--- src/rtl/irq_request_unit.sv ---
// 8-channel interrupt request front end: synchronises and edge-detects raw requests,
// masks them, and runs the request/acknowledge/end-of-interrupt handshake with a one-hot grant.
module irq_request_unit (
    input  logic       clk,
    input  logic       rst_n,
    input  logic [7:0] req,
    input  logic       mask_we,
    input  logic [7:0] mask_din,
    input  logic       ack,
    input  logic       eoi,
    output logic       irq,
    output logic [7:0] grant,
    output logic [7:0] pend,
    output logic [7:0] mask
);

    typedef enum logic [1:0] {
        S_IDLE    = 2'd0,
        S_ASSERT  = 2'd1,
        S_SERVICE = 2'd2
    } state_t;

    state_t     state;
    state_t     state_next;
    logic [7:0] s1;
    logic [7:0] s2;
    logic [7:0] s3;
    logic [1:0] warm;
    logic [7:0] rise;
    logic [7:0] act;
    logic [7:0] sel;
    logic [7:0] clr;
    logic [7:0] in_svc;
    logic [7:0] in_svc_next;
    logic       irq_q;

    always_ff @(posedge clk) begin
        if (!rst_n) begin
            s1   <= 8'h00;
            s2   <= 8'h00;
            s3   <= 8'h00;
            warm <= 2'd0;
        end else begin
            s1 <= req;
            s2 <= s1;
            s3 <= s2;
            if (warm != 2'd3) begin
                warm <= warm + 2'd1;
            end
        end
    end

    // Edges are ignored until s3 holds a real sample, so a line already high
    // when reset releases is treated as a level, not a new request.
    assign rise = (warm == 2'd3) ? (s2 & ~s3) : 8'h00;

    always_ff @(posedge clk) begin
        if (!rst_n) begin
            pend <= 8'h00;
            mask <= 8'h00;
        end else begin
            pend <= (pend & ~clr) | rise;
            if (mask_we) begin
                mask <= mask_din;
            end
        end
    end

    assign act = pend & ~mask;

    always_comb begin
        sel = 8'h00;
        for (int i = 0; i < 8; i++) begin
            if (act[i]) begin
                sel    = 8'h00;
                sel[i] = 1'b1;
            end
        end
    end

    always_ff @(posedge clk) begin
        if (!rst_n) begin
            state  <= S_IDLE;
            in_svc <= 8'h00;
            irq_q  <= 1'b0;
        end else begin
            state  <= state_next;
            in_svc <= in_svc_next;
            irq_q  <= (state_next == S_ASSERT);
        end
    end

    // Next-state logic; the pending clear and in-service capture are transition actions.
    always_comb begin
        state_next  = state;
        in_svc_next = in_svc;
        clr         = 8'h00;
        case (state)
            S_IDLE: begin
                if (act != 8'h00) begin
                    state_next = S_ASSERT;
                end
            end
            S_ASSERT: begin
                if (ack && (sel != 8'h00)) begin
                    in_svc_next = sel;
                    clr         = sel;
                    state_next  = S_SERVICE;
                end else if (act == 8'h00) begin
                    state_next = S_IDLE;
                end
            end
            S_SERVICE: begin
                if (eoi) begin
                    in_svc_next = 8'h00;
                    state_next  = S_IDLE;
                end
            end
            default: begin
                in_svc_next = 8'h00;
                state_next  = S_IDLE;
            end
        endcase
    end

    always_comb begin
        irq   = irq_q;
        grant = 8'h00;
        case (state)
            S_ASSERT:  grant = sel;
            S_SERVICE: grant = in_svc;
            default:   grant = 8'h00;
        endcase
    end

endmodule

--- config.mk ---
export PLATFORM = sky130hd
export DESIGN_NAME = irq_request_unit
export DESIGN_NICKNAME = d
export VERILOG_FILES = /design/src/rtl/irq_request_unit.sv
export SDC_FILE = /design/constraint.sdc
export NUM_CORES = 1
export LEC_CHECK = 0
export ABC_AREA = 1
export CORE_UTILIZATION = 54
export CTS_CLUSTER_SIZE = 16
export DETAILED_ROUTE_END_ITERATION = 8
export GPL_TIMING_DRIVEN = 0
export PLACE_DENSITY = 0.86
export SYNTH_ARGS = -nofsm -noshare
export SYNTH_HDL_FRONTEND = slang
export SYNTH_SLANG_ARGS = --single-unit
--- constraint.sdc ---
create_clock -name clk -period 2.4 [get_ports clk]
set_input_delay 0.48 -clock clk [delete_from_list [all_inputs] [get_ports clk]]
set_output_delay 0.48 -clock clk [all_outputs]
set_load 0.02 [all_outputs]
# [Word-level counts from Yosys, hierarchy flattened]
# Cells that the tools add are included.
# Widths: inputs -> output; s select.
[classes] n_div=0 eq_ne=7 n_reduce_logical=6 bitwise=8 shifts=0 magnitude_cmp=0 mul=0 mux=20 n_addsub=1
[ops] operator="$mux 8" n=12
[ops] operator="$and 8x8->8" n=3
[ops] operator="$not 8->8" n=3
[ops] operator="$pmux 8 s3" n=1
[ops] operator="$pmux 8 s2" n=1
[ops] operator="$reduce_bool 8->1" n=2
[ops] operator="$logic_not 8->1" n=1
[ops] operator="$mux 2" n=4
[ops] operator="$or 8x8->8" n=1
[ops] operator="$ne 2x2->1 const B" n=3
[ops] operator="$pmux 2 s3" n=1
[ops] operator="$eq 2x1->1 const B" n=2
[ops] operator="$eq 2x2->1 const B" n=2
[ops] operator="$reduce_and 3->1" n=1
[ops] operator="$add 2x1->2 const B" n=1
[ops] operator="$logic_not 2->1" n=1
[ops] operator="$logic_and 1x1->1" n=1
[ops] operator="$mux 1" n=1
[ops] operator="$not 1->1" n=1
[word_totals] mem_bits_ro=0 ram_bits=0 out_inout_bits=25 latch_bits=0 elab_cells=51 ff_bits=53 in_bits=21 n_memories=0

# [Longest topological paths before layout]
# Gate-level depths: netlist (run 1).
[logic_depth] ltp_word=17 ltp_mapped=11 mapped_depth_nobuf=11

# [Worst setup path before layout (run 1)]
# Ideal clock, no wire load.
[synth_path] kind="register -> output" start="register state[1]" end="output grant[0]" path_slack_ns=0.528 t_arrival_ns=1.392 path_stages_with_launch=7 path_buffers=0 required_time_ns=1.920 path_cell_list="dfxtp_1 inv_1 ha_1 nand3_1 nor2_1 nand2_1 a21oi_1"
[synth_between] elab_chain_cells=2
[synth_rtl] element="start, declared" line="23" source="state_t state;"
[synth_rtl] element="start signal, assigned" line="87" source="state <= state_next;"
[synth_rtl] element="$eq 2x2->1 / $eq 2x1->1 (equally long branches)" line="129" source="case (state)"
[synth_rtl] element="$pmux 8 s2 (*)" line="129"
[synth_rtl] element="end, declared" line="12" source="output logic [7:0] grant,"
# Every way passes the cells marked *; elsewhere a longest branch is shown, timed or not.

# [Worst setup path after layout (run 1)]
# Ends and elaborated chain as after synthesis.

==> results of run 1 <==
==> kinds of logic (layout without fill, tap and decap cells) <==
logic type / Yosys count / after routing / share of synthesized area
AOI/OAI and AO/OA: 45 / 45 / 0.112
xor gates and xnor gates: 1 / 1 / 0.00409
adders and majority gates: 5 / 5 / 0.0292
buffers and inverters: 55 / 108 / 0.0994
DFF: 53 / 53 / 0.496
and+or+nand+nor: 125 / 125 / 0.260
==> Yosys cell counts, drive strengths merged <==
cell,number
a21oi,27
buf,4
clkbuf,4
clkinv,1
dfxtp,53
ha,5
inv,46
nand2,76
nand3,12
nand4,3
nor2,34
o211ai,1
o21ai,17
xor2,1
==> registers in the layout (all words and copies together), names as in the netlist <==
signal  cells
pend        8
irq         1
s3          8
mask        8
warm        2
in_svc      8
s2          8
state       2
s1          8
==> what timing repair did <==
| action | CTS | global route |
|---|---|---|
| setup endpoints to repair | 8 | 7 |
| gates resized for setup | 18 | 8 |
| setup buffers | 0 | 0 |
| pin swaps | 0 | 1 |
==> layout by cell type (no fill, tap or decap), drive strengths merged <==
cell,n
nand2,76
dfxtp,53
inv,46
clkdlybuf4s50,37
nor2,34
a21oi,27
o21ai,17
nand3,12
clkbuf,11
ha,5
buf,5
nand4,3
clkdlybuf4s15,3
dlygate4sd2,2
clkinv,2
xor2,1
o211ai,1
bufinv,1
clkinvlp,1
==> cell type report <==
type                       count  area, sq um
inverter                      47          176
timing repair buffer          45          435
clock inverter                 3         46.3
tap                           48         60.1
buffer                         8         36.3
clock buffer                   5         68.8
fill                         301          967
multi-input combinational    176          892
sequential                    53         1060
==> critical path: stages, from the launching register on <==
cell	delay, ns
sky130_fd_sc_hd__dfxtp_1	0.36
sky130_fd_sc_hd__inv_1	0.13
sky130_fd_sc_hd__ha_4	0.19
sky130_fd_sc_hd__nand3_1	0.12
sky130_fd_sc_hd__nor2_4	0.14
sky130_fd_sc_hd__nand2_1	0.12
sky130_fd_sc_hd__a21oi_1	0.15
sky130_fd_sc_hd__clkdlybuf4s15_1	0.32
==> power by group <==
group	switching [mW]	internal, mW
logic	0.173	0.126
clock network	0.294	0.312
registers	0.0303	0.937
==> per-layer routing <==
| metal | wire length [microns] | global-route usage |
|---|---|---|
| met1 | 1930 | 0.275 |
| met2 | 2390 | 0.453 |
| met3 | 171 | 0.0546 |
| met4 | 73 | 0.0722 |
| met5 | 0 | 0 |
==> metrics by stage <==
stage	utilization	instance area (sq um)
2_1_floorplan	-	2140
3_3_place_gp	0.708	2650
3_5_place_dp	0.708	2650
4_1_cts	0.740	2770
5_1_grt	0.742	2780
6_report	0.742	2780
==> how the worst max path moves through the flow <==
stage | slack, ns | from | cells after the start | to
2_1_floorplan | 0.53 | state[1]$_SDFF_PN0_ | 6 | grant[0]
3_3_place_gp | -0.06 | state[1]$_SDFF_PN0_ | 7 | grant[0]
3_5_place_dp | -0.12 | state[1]$_SDFF_PN0_ | 7 | grant[2]
4_1_cts | 0.0004 | state[1]$_SDFF_PN0_ | 7 | grant[0]
5_1_grt | 0.003 | state[0]$_SDFF_PN0_ | 5 | grant[7]
6_report | 0.07 | state[1]$_SDFF_PN0_ | 7 | grant[0]
==> impl_metrics.py, run 1 <==
metrics = {
    "drt": {
        "postRouteAntennaNets": 0,
        "vias_per_cell": 4.96,
        "dr.first_iter.drc_count": 130,
        "wirelength_mm": 4.57,
        "post-route-drc-count": 0,
        "drt_pass1_iterations": 4,
        "wl_per_cell_microns": 11.9,
        "dr_total_vias": 1908,
    },
    "logic_synthesis": {
        "yosys.area.top_type_share": 0.496,
        "average_cell_area_after_synthesis_sq_um": 7.53,
        "synthTopCellsByArea": "sky130_fd_sc_hd__dfxtp_1 (50%), sky130_fd_sc_hd__nand2_1 (12%), sky130_fd_sc_hd__inv_1 (7.4%), sky130_fd_sc_hd__a21oi_1 (5.6%), sky130_fd_sc_hd__nor2_1 (5.6%)",
        "synth_warn": 0,
        "post_synthesis_instance_area_sq_mm": 0.00214,
        "synth.yosys.seq_area_share": 0.496,
        "netlist-cell-type-count": 22,
        "synthesis.instances": 284,
        "largest_area_contributor_in_the_netlist": "sky130_fd_sc_hd__dfxtp_1",
        "synthesis.nets": 310,
        "synth.ff_latch_count": 53,
    },
    "global_route": {
        "antenna_found_initial": 0,
        "globalRouteOverflowTotal": 0,
        "grt_first_pass_wirelength_mm": 7.90,
        "grt_util_all_layers": 0.245,
        "grt_pass1_vias": 1895,
        "largest_net_degree_at_the_start_of_global_routing": 18,
    },
    "sta": {
        "timing.max_slew.rel_slack": 0.671,
        "worst_pin_slew_ns": 0.494,
        "report.final.setup_viol": 0,
        "timing.final.ws_setup_ns": 0.0726,
        "final_period_minus_worst_setup_slack_ns": 2.33,
        "tns_ns": 0,
        "period_share": 0.970,
        "timing.final.hold_violations": 0,
        "maximum_clock_skew_at_final_layout_ns": 0.0101,
        "grt_setup_unrepaired": "false",
        "max_clock_freq_mhz": 430,
        "fin_worst_hold_slack_ns": 0.422,
        "final_max_slew_viol_count": 0,
    },
    "hold_path": {
        "hold_start": "s1[4]$_SDFF_PN0_",
        "min_path_type": "reg2reg",
        "min_delay_worst_endpoint": "s2[4]$_SDFF_PN0_",
        "hold-path-cell-count": 2,
    },
    "clocking": {
        "clock_sinks": 53,
        "tritoncts": "built",
        "clk-insertion-delay-late_ns": 0.31,
        "root_buffer": "sky130_fd_sc_hd__clkbuf_8",
        "cts-buffers-inserted": 5,
        "ctsHtreeMaxLevel": 2,
        "holdBufCountCts": 0,
        "clkSlewWorstSetupHoldPaths_ns": 0.09,
        "cts_buffer_depth": 2,
    },
    "critical_path": {
        "worst_setup_path_start_kind": "flop",
        "critical_path_class": "reg2out",
        "crit_fanout": 6,
        "kind_of_end_point_of_the_critical_path": "output pin",
        "worstRegToRegCells": 10,
        "worst-endpoint-arrival_ns": 1.85,
        "critPathRequiredTime_ns": 1.92,
        "worst_r2r_endpoint": "state[1]$_SDFF_PN0_",
        "crit-reg2reg-launch": "state[0]$_SDFF_PN0_",
        "reg2reg_setup_slack_ns": 0.62,
    },
    "power_and_ir_drop": {
        "ir_worst_vdd_v": 0.000566,
        "power_density_mw_per_mm2": 674,
        "total_power_mw": 1.87,
        "power.static_leakage_nw": 1.29,
    },
    "floorplan": {
        "dieHeight_microns": 64.9,
        "placementRows": 22,
        "fp.coreArea_sq_mm": 0.00374,
        "num_io_pins": 46,
        "dieArea_sq_mm": 0.00422,
        "initial_core_util": 0.572,
        "die_width_microns": 64.9,
    },
    "final_layout": {
        "nNetsFinal": 362,
        "layout-area-overhead-vs-synth_pct": 29.8,
        "drive_above_1_share": 0.116,
        "number_of_diodes_added_for_antenna_fixing": 0,
        "post_layout_nonfiller_instances": 385,
    },
    "place": {
        "placement.setup.worst_slack_ns": -0.125,
        "place_congestion": 0.798,
        "hpwl_mm": 3.37,
        "placement.io_buffers": 45,
        "placed_cells_incl_taps": 377,
    },
    "job": {
        "timing.max_cap.violations": 0,
    },
    "run_status": {
        "status": "finished clean",
    },
}
(Power assumes the default switching activity.)
==> run 2: changes to the inputs <==
Settings changed: CORE_UTILIZATION 54 to 65, DONT_BUFFER_PORTS set to 1, PLACE_DENSITY 0.86 to 0.83.
==> run 2 against run 1 <==
  * Non-clock buffer count is 45 lower
  * Critical path type unchanged
  * Critical endpoint is now grant[7]
  * First-iteration DRC count decreased by 46%
  * Global-route usage up 0.98 points
==> impl_metrics.py, run 2 (same netlist as run 1, synthesis figures left out) <==
metrics = {
    "sta": {
        "final_max_slew_viol_count": 0,
        "period_share": 0.989,
        "tns_ns": 0,
        "final_period_minus_worst_setup_slack_ns": 2.37,
        "grt_setup_unrepaired": "true",
        "maximum_clock_skew_at_final_layout_ns": 0.0128,
        "report.final.setup_viol": 0,
        "worst_pin_slew_ns": 0.531,
        "timing.final.hold_violations": 0,
        "max_clock_freq_mhz": 421,
        "timing.max_slew.rel_slack": 0.646,
    },
    "clocking": {
        "cts-buffers-inserted": 5,
        "root_buffer": "sky130_fd_sc_hd__clkbuf_4",
        "post-cts-setup-buffers": 0,
        "clkSlewWorstSetupHoldPaths_ns": 0.16,
        "ctsHtreeMaxLevel": 2,
        "clock_sinks": 53,
        "cts_buffer_depth": 2,
        "tritoncts": "built",
        "clk-insertion-delay-late_ns": 0.39,
    },
    "drt": {
        "wirelength_mm": 4.17,
        "postRouteAntennaNets": 0,
        "post-route-drc-count": 0,
        "wl_per_cell_microns": 12.4,
        "drt_pass1_iterations": 4,
        "dr_total_vias": 1722,
        "vias_per_cell": 5.13,
        "dr.first_iter.drc_count": 70,
    },
    "place": {
        "placement.io_buffers": 0,
        "place_congestion": 0.775,
        "hpwl_mm": 2.98,
    },
    "global_route": {
        "globalRouteOverflowTotal": 0,
        "grt_first_pass_wirelength_mm": 6.49,
        "grt_pass1_vias": 1508,
        "antenna_found_initial": 0,
        "grt_util_all_layers": 0.254,
        "largest_net_degree_at_the_start_of_global_routing": 20,
    },
    "floorplan": {
        "fp.coreArea_sq_mm": 0.00308,
        "placementRows": 20,
        "num_io_pins": 46,
        "initial_core_util": 0.695,
        "dieArea_sq_mm": 0.00352,
        "die_width_microns": 59.4,
        "dieHeight_microns": 59.4,
    },
    "power_and_ir_drop": {
        "power.static_leakage_nw": 1.09,
        "ir_worst_vdd_v": 0.000646,
        "power_density_mw_per_mm2": 698,
        "total_power_mw": 1.64,
    },
    "final_layout": {
        "layout.cells.most_common": "sky130_fd_sc_hd__nand2_1",
        "final.fill_count": 250,
        "drive_above_1_share": 0.137,
        "nNetsFinal": 317,
        "layout-area-overhead-vs-synth_pct": 9.59,
        "layout.cells.most_common_list": "sky130_fd_sc_hd__nand2_1 (66), sky130_fd_sc_hd__dfxtp_1 (52), sky130_fd_sc_hd__inv_1 (42), sky130_fd_sc_hd__nor2_1 (30), sky130_fd_sc_hd__a21oi_1 (18)",
        "number_of_diodes_added_for_antenna_fixing": 0,
    },
    "critical_path": {
        "critical_path_destination": "grant[7]",
        "crit_fanout": 8,
        "crit-reg2reg-launch": "state[0]$_SDFF_PN0_",
        "worst_r2r_endpoint": "state[1]$_SDFF_PN0_",
        "worst_setup_path_start_kind": "flop",
        "critPathLaunch": "state[0]$_SDFF_PN0_",
        "worst-endpoint-arrival_ns": 1.89,
        "kind_of_end_point_of_the_critical_path": "output pin",
        "reg2reg_setup_slack_ns": 0.60,
        "critical_path_class": "reg2out",
        "critPathRequiredTime_ns": 1.92,
        "worstRegToRegCells": 10,
    },
    "run_status": {
        "status": "finished clean",
    },
    "hold_path": {
        "min_path_type": "in2reg",
    },
    "job": {
        "timing.max_cap.violations": 0,
    },
}
run 2: cell types whose count changed in the layout (fill, tap and decap cells not counted), moves of 5 or more:
| cell | change |
|---|---|
| sky130_fd_sc_hd__clkdlybuf4s50_1 | -37 |
| sky130_fd_sc_hd__a21oi_1 | -5 |
| sky130_fd_sc_hd__a21oi_4 | +5 |
| sky130_fd_sc_hd__clkbuf_4 | +5 |
| sky130_fd_sc_hd__clkbuf_8 | -5 |
run 2: layout make-up:
| cell class | count | area, sq um | share of cell area |
|---|---|---|---|
| clock buffer | 5 | 37.5 | 0.0160 |
| sequential | 53 | 1060 | 0.453 |
| tap | 44 | 55.1 | 0.0235 |
| inverter | 47 | 176 | 0.0752 |
| multi-input combinational | 176 | 943 | 0.402 |
| clock inverter | 3 | 33.8 | 0.0144 |
| buffer | 8 | 36.3 | 0.0155 |
run 2: per-layer routing:
metal,share of wire,global-route usage,vias up
met5,0,0,-
met3,0.076,0.0983,13
li1,-,-,885
met1,0.42,0.301,768
met2,0.48,0.416,56
met4,0.022,0.0952,0
run 2: worst min path at each step:
stage                     startpoint          endpoint  cells past startpoint
floorplan           s1[0]$_SDFF_PN0_  s2[0]$_SDFF_PN0_                      2
global placement    s1[0]$_SDFF_PN0_  s2[0]$_SDFF_PN0_                      2
detailed placement  s1[2]$_SDFF_PN0_  s2[2]$_SDFF_PN0_                      2
CTS                           req[6]  s1[6]$_SDFF_PN0_                      2
global route                  req[6]  s1[6]$_SDFF_PN0_                      2
finish                        req[2]  s1[2]$_SDFF_PN0_                      2
run 2: repair_timing:
action                                  CTS  global route
pin swaps                                 0             2
gates resized for setup                  11             5
hold buffers                              0             0
endpoints found under the setup margin    6             8
run 2: per-stage QoR:
stage          setup WS [ns]  cells   util  cell area (sq um)  hold slack [ns]
2_1_floorplan          0.528    284      -               2140            0.390
3_5_place_dp           0.229    328  0.713               2190            0.397
5_1_grt              -0.0542    336  0.762               2340            0.126
6_report              0.0260    336  0.762               2340            0.176
3_3_place_gp           0.308    328  0.713               2190            0.392
4_1_cts               0.0146    336  0.752               2320            0.167
run 2: power by group:
part	internal (mW)	switching, mW
sequential	0.938	0.0500
combinational	0.0742	0.144
clock	0.127	0.303
run 2: critical path: stages, from the launching register on:
cell                      delay [ns]
sky130_fd_sc_hd__dfxtp_1        0.44
sky130_fd_sc_hd__inv_1          0.11
sky130_fd_sc_hd__ha_1           0.28
sky130_fd_sc_hd__inv_1          0.21
sky130_fd_sc_hd__a21oi_1        0.47
==> run 3: changes to the inputs <==
Settings changed: PLACE_DENSITY 0.83 to 0.89.
==> run 3 against run 2 <==
  * Combinational power is 2% higher
  * Clock skew barely moved
  * Die area unchanged
  * Total power up 0.48%
  * Utilization up 0.12 points
  * Critical endpoint is now grant[4]
  * Final cell count is the same
  * Clock-buffer cell count grew 2
  * Sequential share of layout area down 0.072 points
  * Largest cell class unchanged
  * Fmax is 3.1% higher
==> impl_metrics.py, run 3 (same netlist as run 1, synthesis figures left out) <==
metrics = {
    "floorplan": {
        "initial_core_util": 0.695,
        "placementRows": 20,
        "fp.coreArea_sq_mm": 0.00308,
        "dieHeight_microns": 59.4,
        "num_io_pins": 46,
        "dieArea_sq_mm": 0.00352,
        "die_width_microns": 59.4,
    },
    "final_layout": {
        "post-route-util": 0.763,
        "layout.cells.most_common": "sky130_fd_sc_hd__nand2_1",
        "layout.cell_area.non_filler_sq_mm": 0.00235,
        "layout.cells.most_common_list": "sky130_fd_sc_hd__nand2_1 (66), sky130_fd_sc_hd__dfxtp_1 (52), sky130_fd_sc_hd__inv_1 (42), sky130_fd_sc_hd__nor2_1 (31), sky130_fd_sc_hd__o21ai_0 (17)",
        "drive_above_1_share": 0.140,
        "layout-area-overhead-vs-synth_pct": 9.77,
        "number_of_diodes_added_for_antenna_fixing": 0,
        "final.fill_count": 237,
        "nNetsFinal": 317,
    },
    "power_and_ir_drop": {
        "p_clk_frac": 0.264,
        "ir_worst_vdd_v": 0.000551,
        "power.static_leakage_nw": 1.09,
        "power_density_mw_per_mm2": 700,
        "internal-power_mw": 1.18,
        "power.switching_fraction": 0.281,
        "combinationalPowerShare": 0.135,
        "seq_power_share": 0.601,
        "power_switching_uw": 463,
    },
    "critical_path": {
        "crit_path_frequent_cell": "sky130_fd_sc_hd__inv_1",
        "worst-endpoint-arrival_ns": 1.82,
        "kind_of_end_point_of_the_critical_path": "output pin",
        "timing.critical_path.slowest_cell_delay_ns": 0.38,
        "critPathRequiredTime_ns": 1.92,
        "critical_path.slowest_cell": "sky130_fd_sc_hd__dfxtp_2",
        "crit_fanout": 6,
        "critical_path_class": "reg2out",
        "worst_setup_path_start_kind": "flop",
        "cell_by_cell_trace_of_the_critical_path": "inv_1, ha_4, inv_1, nor2_1, nand4_1, a21oi_4",
    },
    "clocking": {
        "ctsHtreeMaxLevel": 2,
        "tritoncts": "built",
        "clkSlewWorstSetupHoldPaths_ns": 0.14,
        "cts-buffers-inserted": 5,
        "post-cts-setup-buffers": 0,
        "clock_sinks": 53,
        "clk-insertion-delay-late_ns": 0.37,
        "cts_buffer_depth": 2,
        "root_buffer": "sky130_fd_sc_hd__clkbuf_4",
        "holdBufCountCts": 0,
    },
    "place": {
        "hpwl_mm": 3.04,
        "placement.io_buffers": 0,
        "dpl-instance-area_sq_mm": 0.00219,
        "place_congestion": 0.847,
    },
    "drt": {
        "postRouteAntennaNets": 0,
        "vias_per_cell": 5.20,
        "drt_pass1_iterations": 4,
        "dr_total_vias": 1748,
        "post-route-drc-count": 0,
        "wirelength_mm": 4.34,
        "dr.first_iter.drc_count": 77,
        "wl_per_cell_microns": 12.9,
    },
    "job": {
        "timing.max_cap.violations": 0,
    },
    "global_route": {
        "largest_net_degree_at_the_start_of_global_routing": 16,
        "grt_pass1_vias": 1662,
        "grt_util_all_layers": 0.256,
        "grt_first_pass_wirelength_mm": 6.61,
        "globalRouteOverflowTotal": 0,
        "antenna_found_initial": 0,
    },
    "sta": {
        "final_period_minus_worst_setup_slack_ns": 2.30,
        "timing.final.hold_violations": 0,
        "timing.max_slew.rel_slack": 0.621,
        "tns_ns": 0,
        "final_max_slew_viol_count": 0,
        "maximum_clock_skew_at_final_layout_ns": 0.0128,
        "report.final.setup_viol": 0,
        "period_share": 0.959,
        "grt_setup_unrepaired": "false",
        "max_clock_freq_mhz": 434,
        "worst_pin_slew_ns": 0.568,
    },
    "run_status": {
        "status": "finished clean",
    },
    "hold_path": {
        "min_path_type": "in2reg",
    },
}
run 3: changes by cell type in the layout (fill, tap and decap cells not counted):
cell,delta
sky130_fd_sc_hd__a21oi_1,-2
sky130_fd_sc_hd__a21oi_2,+2
sky130_fd_sc_hd__clkbuf_8,+2
sky130_fd_sc_hd__clkinv_2,+1
sky130_fd_sc_hd__clkinv_4,-2
sky130_fd_sc_hd__clkinv_8,-1
sky130_fd_sc_hd__nor2_1,+1
sky130_fd_sc_hd__nor2_2,-1
run 3: layout make-up:
cell class              count  area, sq um  area share
inverters                  47          176      0.0751
flip-flops and latches     53         1060       0.452
well taps                  44         55.1      0.0234
clock inverters             1         5.00     0.00213
multi-input cells         176          948       0.404
clock buffers               7         65.1      0.0277
plain buffers               8         36.3      0.0155
run 3: path summary, 6_finish.rpt:
| kind | start | end | slack (ns) | cells past startpoint |
|---|---|---|---|---|
| hold / removal | req[0] | s1[0]$_SDFF_PN0_ | 0.21 | 2 |
| hold reg to reg | s1[2]$_SDFF_PN0_ | s2[2]$_SDFF_PN0_ | 0.42 | 2 |
| setup reg to reg | state[0]$_SDFF_PN0_ | state[1]$_SDFF_PN0_ | 0.64 | 10 |
| setup / recovery | state[1]$_SDFF_PN0_ | grant[4] | 0.1 | 6 |
run 3: through the flow:
step | std cells | setup slack [ns] | hold slack, ns | total power [mW]
after floorplan | 284 | 0.528 | 0.390 | 1.17
after global placement | 328 | 0.299 | 0.392 | 1.20
after detailed placement | 328 | 0.258 | 0.396 | 1.21
after CTS | 336 | 0.0251 | 0.191 | 1.64
after global routing | 336 | 0.0119 | 0.195 | 1.72
final | 336 | 0.0978 | 0.209 | 1.64
run 3: power groups by stage:
stage / Combinational [mW] / Sequential [mW] / Clock (mW)
after floorplan: 0.169 / 0.999 / 0
after global placement: 0.196 / 1.00 / 0
after detailed placement: 0.205 / 1.01 / 0
after CTS: 0.213 / 0.987 / 0.443
after global routing: 0.256 / 0.995 / 0.473
final: 0.222 / 0.988 / 0.434
run 3: what timing repair did:
item	4_1_cts	5_1_grt
gates resized for setup	11	6
pin swaps	0	2
setup endpoints to repair	6	8
gates cloned	0	0
run 3: per-layer routing:
metal / vias up / part of all wire / track usage
met5: - / 0 / 0
met2: 53 / 0.53 / 0.449
met4: 0 / 0.025 / 0.153
met1: 797 / 0.39 / 0.272
met3: 13 / 0.052 / 0.0677
li1: 885 / - / -
run 3: critical path: cells and delay by family, from the launching register on:
kind / cells / cell delay (ns)
flip-flops: 1 / 0.38
AND/OR/NAND/NOR: 2 / 0.41
adder cells (fa/ha/maj): 1 / 0.19
buffers and inverters: 2 / 0.17
AO/OA/AOI/OAI: 1 / 0.30
==> RTL change 1, RTL diff (config.mk and constraints of run 2) <==
Put a register stage on the output `irq`. The value now appears one clock later. The other outputs are not delayed to match.
--- a/src/rtl/irq_request_unit.sv
+++ b/src/rtl/irq_request_unit.sv
@@ -21,2 +21,4 @@
     } state_t;
+
+    logic irq_d;
 
@@ -126,3 +128,3 @@
     always_comb begin
-        irq   = irq_q;
+        irq_d = irq_q;
         grant = 8'h00;
@@ -135,2 +137,6 @@
 
+    always_ff @(posedge clk) begin
+        irq <= irq_d;
+    end
+
 endmodule
Check against the original RTL: not equivalent (a bounded check fails within 10 cycles, from zero or initial values and one cycle with rst_n low).
==> RTL change 1 against run 2 <==
- clock skew is 0.0027 ns lower
- area after synthesis is 0.94% higher
- design area is 2.4% higher
- count of clock-buffer cells in the layout stayed put
- power is 6.4% higher
- wire length is 2.7% lower
- largest cell class unchanged
- worst setup slack better by 0.091 ns
- highest routed layer unchanged
- sequential cell count is 1 higher
==> RTL change 1: results (changes against run 2) <==
Global route
  • Tot GR Track Use: 0.242 (-0.0124)
  • Largest net degree at the start of global routing: 19 (-5.0%)
  • Vias in the first global route: 1462 (-3.1%)
  • First-pass GRT wire length: 6330 um (-2.5%)

Worst setup path
  • Critical Path AT: 1.80 ns (-0.09 ns)
  • Critical path's top delay family: buffers and inverters
  • CP max stage delay: 0.44 ns (-0.03 ns)
  • Critical path's slowest cell: dfxtp_1

Synthesis
  • Synth top area cells: dfxtp_1 (50%), nand2_1 (11%), inv_1 (7.3%)
  • Cell count after synthesis: 285 (+0.35%)
  • Synth cell count leaders: nand2_1 (66), dfxtp_1 (54), inv_1 (42), nor2_1 (32), a21oi_1 (24)
  • Register area share after synthesis: 0.501 (+0.00467)
  • Ys Warns: 0 (unchanged)
  • Most used DFF post-synth: dfxtp_1
  • Syn_nets: 311 (+0.32%)

Timing
  • Worst slew pin tran: 0.588 ns (+0.0570 ns)
  • Fin Clk Skew: 0.0101 ns (-0.00273 ns)

Run status
  • Status: finished clean

Clocking
  • Worst skew pair latency: 0.37 ns (-0.02 ns)
  • H-tree Lvls: 2 (unchanged)

Placed design
  • Port buffer count: 0 (unchanged)
  • HPWL after DPL: 2950 um (-0.93%)
  • Placed Cells: 329 (+0.30%)
  • Placer Congestion: 0.814 (+5.1%)

Cells and area
  • Share of cells above drive strength 1: 0.150 (+0.0127)
  • Layout Cells excl Fill: 338 (+0.60%)
  • Nets@finish: 319 (+0.63%)
  • Fillers: 243 (-2.8%)

Drt
  • Drt initial violations: 101 (+44%)
  • Routed WL: 4060 um (-2.7%)
  • Via density: 5.10 (-0.48%)

Pwr
  • Pint: 1.26 mW (+10%)
  • LEAKAGE: 1.11 nW (+2.1%)
  • Max VDD drop: 0.512 mV (-21%)

Floorplan
  • Full die area: 3560 sq um (+0.91%)
-- RTL change 1: changes by cell type in the layout (fill, tap and decap cells not counted) --
cell / before / now
clkinv_8: 1 / 0
buf_4: 1 / 2
nor2_1: 30 / 31
nand2_1: 66 / 64
nor2_2: 4 / 2
nand2_2: 5 / 7
a21oi_2: 4 / 6
clkinv_4: 2 / 1
bufinv_16: 0 / 1
a21oi_1: 18 / 16
inv_6: 0 / 1
nor2_4: 0 / 1
dfxtp_1: 52 / 53
-- RTL change 1: stage by stage --
stage               hold WS, ns  setup slack [ns]  cell area, sq um
global placement          0.317             0.307              2210
detailed placement        0.322             0.243              2210
CTS                       0.181           0.00755              2350
global route              0.157          -0.00820              2400
finish                    0.192             0.117              2400
floorplan                 0.310             0.528              2160
-- RTL change 1: layer usage --
layer / GRT usage / share of wire / routed length (um) / up-vias
li1: - / - / - / 889
met1: 0.284 / 0.40 / 1650 / 762
met2: 0.406 / 0.49 / 2010 / 64
met3: 0.0677 / 0.079 / 321 / 9
met4: 0.113 / 0.022 / 89 / 0
met5: 0 / 0 / 0 / -
-- RTL change 1: power groups by stage --
stage                     sequential, mW  clock (mW)  combinational, mW
after floorplan                     1.02           0              0.169
after global placement              1.02           0              0.196
after detailed placement            1.03           0              0.205
after CTS                           1.01       0.519              0.211
after global routing                1.02       0.565              0.248
final                               1.01       0.514              0.220
-- RTL change 1: cell type report --
cell class | instances | area share
flip-flops and latches | 54 | 0.451
multi-input cells | 176 | 0.399
inverters | 47 | 0.0735
well taps | 44 | 0.0229
clock inverters | 3 | 0.0198
clock buffers | 5 | 0.0156
plain buffers | 8 | 0.0151
repair buffers | 1 | 0.00313
-- RTL change 1: what timing repair did --
action,in CTS,in global routing
setup endpoints to repair,6,8
setup buffers,0,1
gates resized for setup,10,10
-- RTL change 1: kinds of logic after synthesis --
family | after synthesis | share of synthesized area
AOI/OAI and AO/OA | 45 | 0.111
xor gates and xnor gates | 1 | 0.00406
and+or+nand+nor | 125 | 0.257
DFF | 54 | 0.501
adders and majority gates | 5 | 0.0290
buffers and inverters | 55 | 0.0985
-- RTL change 1: path summary, 6_finish.rpt --
kind              startpoint  endpoint  slack (ns)  cells after the start
hold / removal        req[6]     s1[6]        0.19                      2
setup reg to reg    state[0]  state[1]        0.65                     10
setup / recovery    state[0]  grant[7]        0.12                      4
hold reg to reg        irq_d       irq        0.35                      0
-- RTL change 1: worst reg2reg max path, cell delays in order, from the launching register on --
cell	delay, ns
dfxtp_1	0.44
inv_1	0.10
ha_1	0.19
buf_2	0.18
a21oi_2	0.23
buf_4	0.21
inv_1	0.05
nand3_1	0.07
nand2_1	0.07
nand2_1	0.07
nor2_1	0.04
==> RTL change 2, RTL diff (settings of run 2) <==
Made on the original files. Reset style: asynchronous (`rst_n`), changed in 3 clocked blocks.
--- a/src/rtl/irq_request_unit.sv
+++ b/src/rtl/irq_request_unit.sv
@@ -36,3 +36,3 @@
 
-    always_ff @(posedge clk) begin
+    always_ff @(posedge clk or negedge rst_n) begin
         if (!rst_n) begin
@@ -56,3 +56,3 @@
 
-    always_ff @(posedge clk) begin
+    always_ff @(posedge clk or negedge rst_n) begin
         if (!rst_n) begin
@@ -80,3 +80,3 @@
 
-    always_ff @(posedge clk) begin
+    always_ff @(posedge clk or negedge rst_n) begin
         if (!rst_n) begin
Function: differs if rst_n is asserted again (counterexample within 4 cycles, from zero or initial values and one cycle with rst_n low); with rst_n held inactive, the same outputs for 10 cycles.
==> RTL change 2 against run 2 <==
- sequential cell count unchanged
- non-clock buffer count increased by 2
- wire length increased by 4.9%
- hold slack got worse by 0.051 ns
- fmax increased by 1.6%
- global-route usage increased by 2.3 points
- core utilization increased by 2.0 points
- worst setup slack improved by 0.038 ns
- area after synthesis decreased by 1.6%
- critical path depth unchanged
- cell count decreased by 21%
- register-to-register slack got worse by 0.04 ns
- design area increased by 1.8%
Power is not compared: it rests on default switching activity, and its combinational part moved more than twofold at a synthesized area within 25%.
==> RTL change 2: results (changes against run 2) <==
Synthesis
  • Syn_nets: 232 (-25%)
  • Synth unique cells: 24 (+9.1%)
  • Post-synthesis async set-or-reset flop share: 1.00 (+1.00)
  • Synth cell count leaders: nand2_1 (55), dfrtp_1 (53), o21ai_0 (14), inv_1 (13), a21oi_1 (11)
  • Register area share after synthesis: 0.630 (+0.134)

Placed design
  • Dpl ws: 0.0919 ns (-0.137 ns)
  • HPWL after DPL: 2860 um (-3.8%)

Timing
  • Fin Clk Skew: 0.0117 ns (-0.00116 ns)
  • Rel. slew slack: 0.694 (+0.0480)

Worst setup path
  • Critical Path AT: 1.86 ns (-0.03 ns)
  • Critical path's slowest cell: dfrtp_1
  • CP max stage delay: 0.45 ns (-0.02 ns)

Global route
  • Largest net degree at the start of global routing: 54 (+170%)
  • First-pass GRT wire length: 6840 um (+5.3%)
  • Tot GR Track Use: 0.277 (+0.0227)

Drt
  • First drt pass iteration count: 5 (+1)
  • Drt wl/cell: 16.6 um (+33%)
  • Antenna viol nets, final: 0 (unchanged)
  • Drt initial violations: 86 (+23%)
  • DR vias: 1521 (-12%)

Cells and area
  • Nets@finish: 246 (-22%)

Clocking
  • Clock-pin slew on the worst setup and hold paths: 0.14 ns (-0.02 ns)
  • Worst skew pair latency: 0.37 ns (-0.02 ns)
  • TritonCTS buffer count: 5 (unchanged)
  • CTS max path bufs: 2 (unchanged)

Run status
  • Status: finished clean
==> RTL change 2: timing repair <==
action | CTS | global route
hold buffers | 2 | 0
cloned | 0 | 0
pin swaps | 4 | 5
hold endpoints to repair | 53 | 0
resized for setup | 11 | 6
buffers inserted | 3 | 2
endpoints found under the setup margin | 6 | 5
==> RTL change 2: logic make-up (layout without fill, tap and decap cells) <==
kind of cell | Yosys count | count (layout) | share of synthesized area
adder cells (fa/ha/maj) | 5 | 5 | 0.0297
buffers and inverters | 21 | 35 | 0.0434
XOR/XNOR | 1 | 1 | 0.00416
AND/OR/NAND/NOR | 90 | 90 | 0.202
AO/OA/AOI/OAI | 36 | 36 | 0.0904
flip-flops | 53 | 53 | 0.630
==> RTL change 2: final timing paths <==
check | startpoint | endpoint | slack [ns] | cells past startpoint
min | req[4] | s1[4] | 0.13 | 0
min reg2reg | s1[3] | s2[3] | 0.36 | 0
max reg2reg | state[1] | pend[1] | 0.56 | 9
max | state[0] | grant[6] | 0.06 | 4
max in group asynchronous | rst_n | mask[7] | 1.53 | 2
min in group asynchronous | rst_n | in_svc[3] | 0.63 | 2
==> RTL change 2: area by class of cell <==
cell class	count	area, sq um	share of cell area
sequential	53	1330	0.557
multi-input combinational	132	759	0.318
timing repair buffer	7	75.1	0.0315
inverter	18	67.6	0.0283
tap	44	55.1	0.0231
clock inverter	2	38.8	0.0163
clock buffer	5	37.5	0.0157
buffer	3	23.8	0.00996
==> RTL change 2: layer usage <==
layer	GRT usage	routed length, um	vias to the layer above
met5	0	0	-
li1	-	-	691
met3	0.0835	280	15
met2	0.479	2300	70
met4	0.122	91	0
met1	0.318	1710	745
==> RTL change 2: where the power goes <==
part,internal [mW],switching [mW],total (mW)
Sequential,0.995,0.129,1.12
Clock,0.218,0.267,0.485
Combinational,0.215,0.465,0.680
Total,1.43,0.860,2.29
==> RTL change 2: through the flow <==
step           cells  instance area, sq um
3_3_place_gp     250                  2160
6_report         264                  2390
5_1_grt          264                  2390
4_1_cts          262                  2350
2_1_floorplan    206                  2100
3_5_place_dp     250                  2160
==> RTL change 2: critical path: cells and delay by family (launching register included) <==
kind / cells / cell delay [ns]
adder cells (fa/ha/maj): 1 / 0.29
flip-flops: 1 / 0.45
AO/OA/AOI/OAI: 1 / 0.44
buffers and inverters: 2 / 0.29
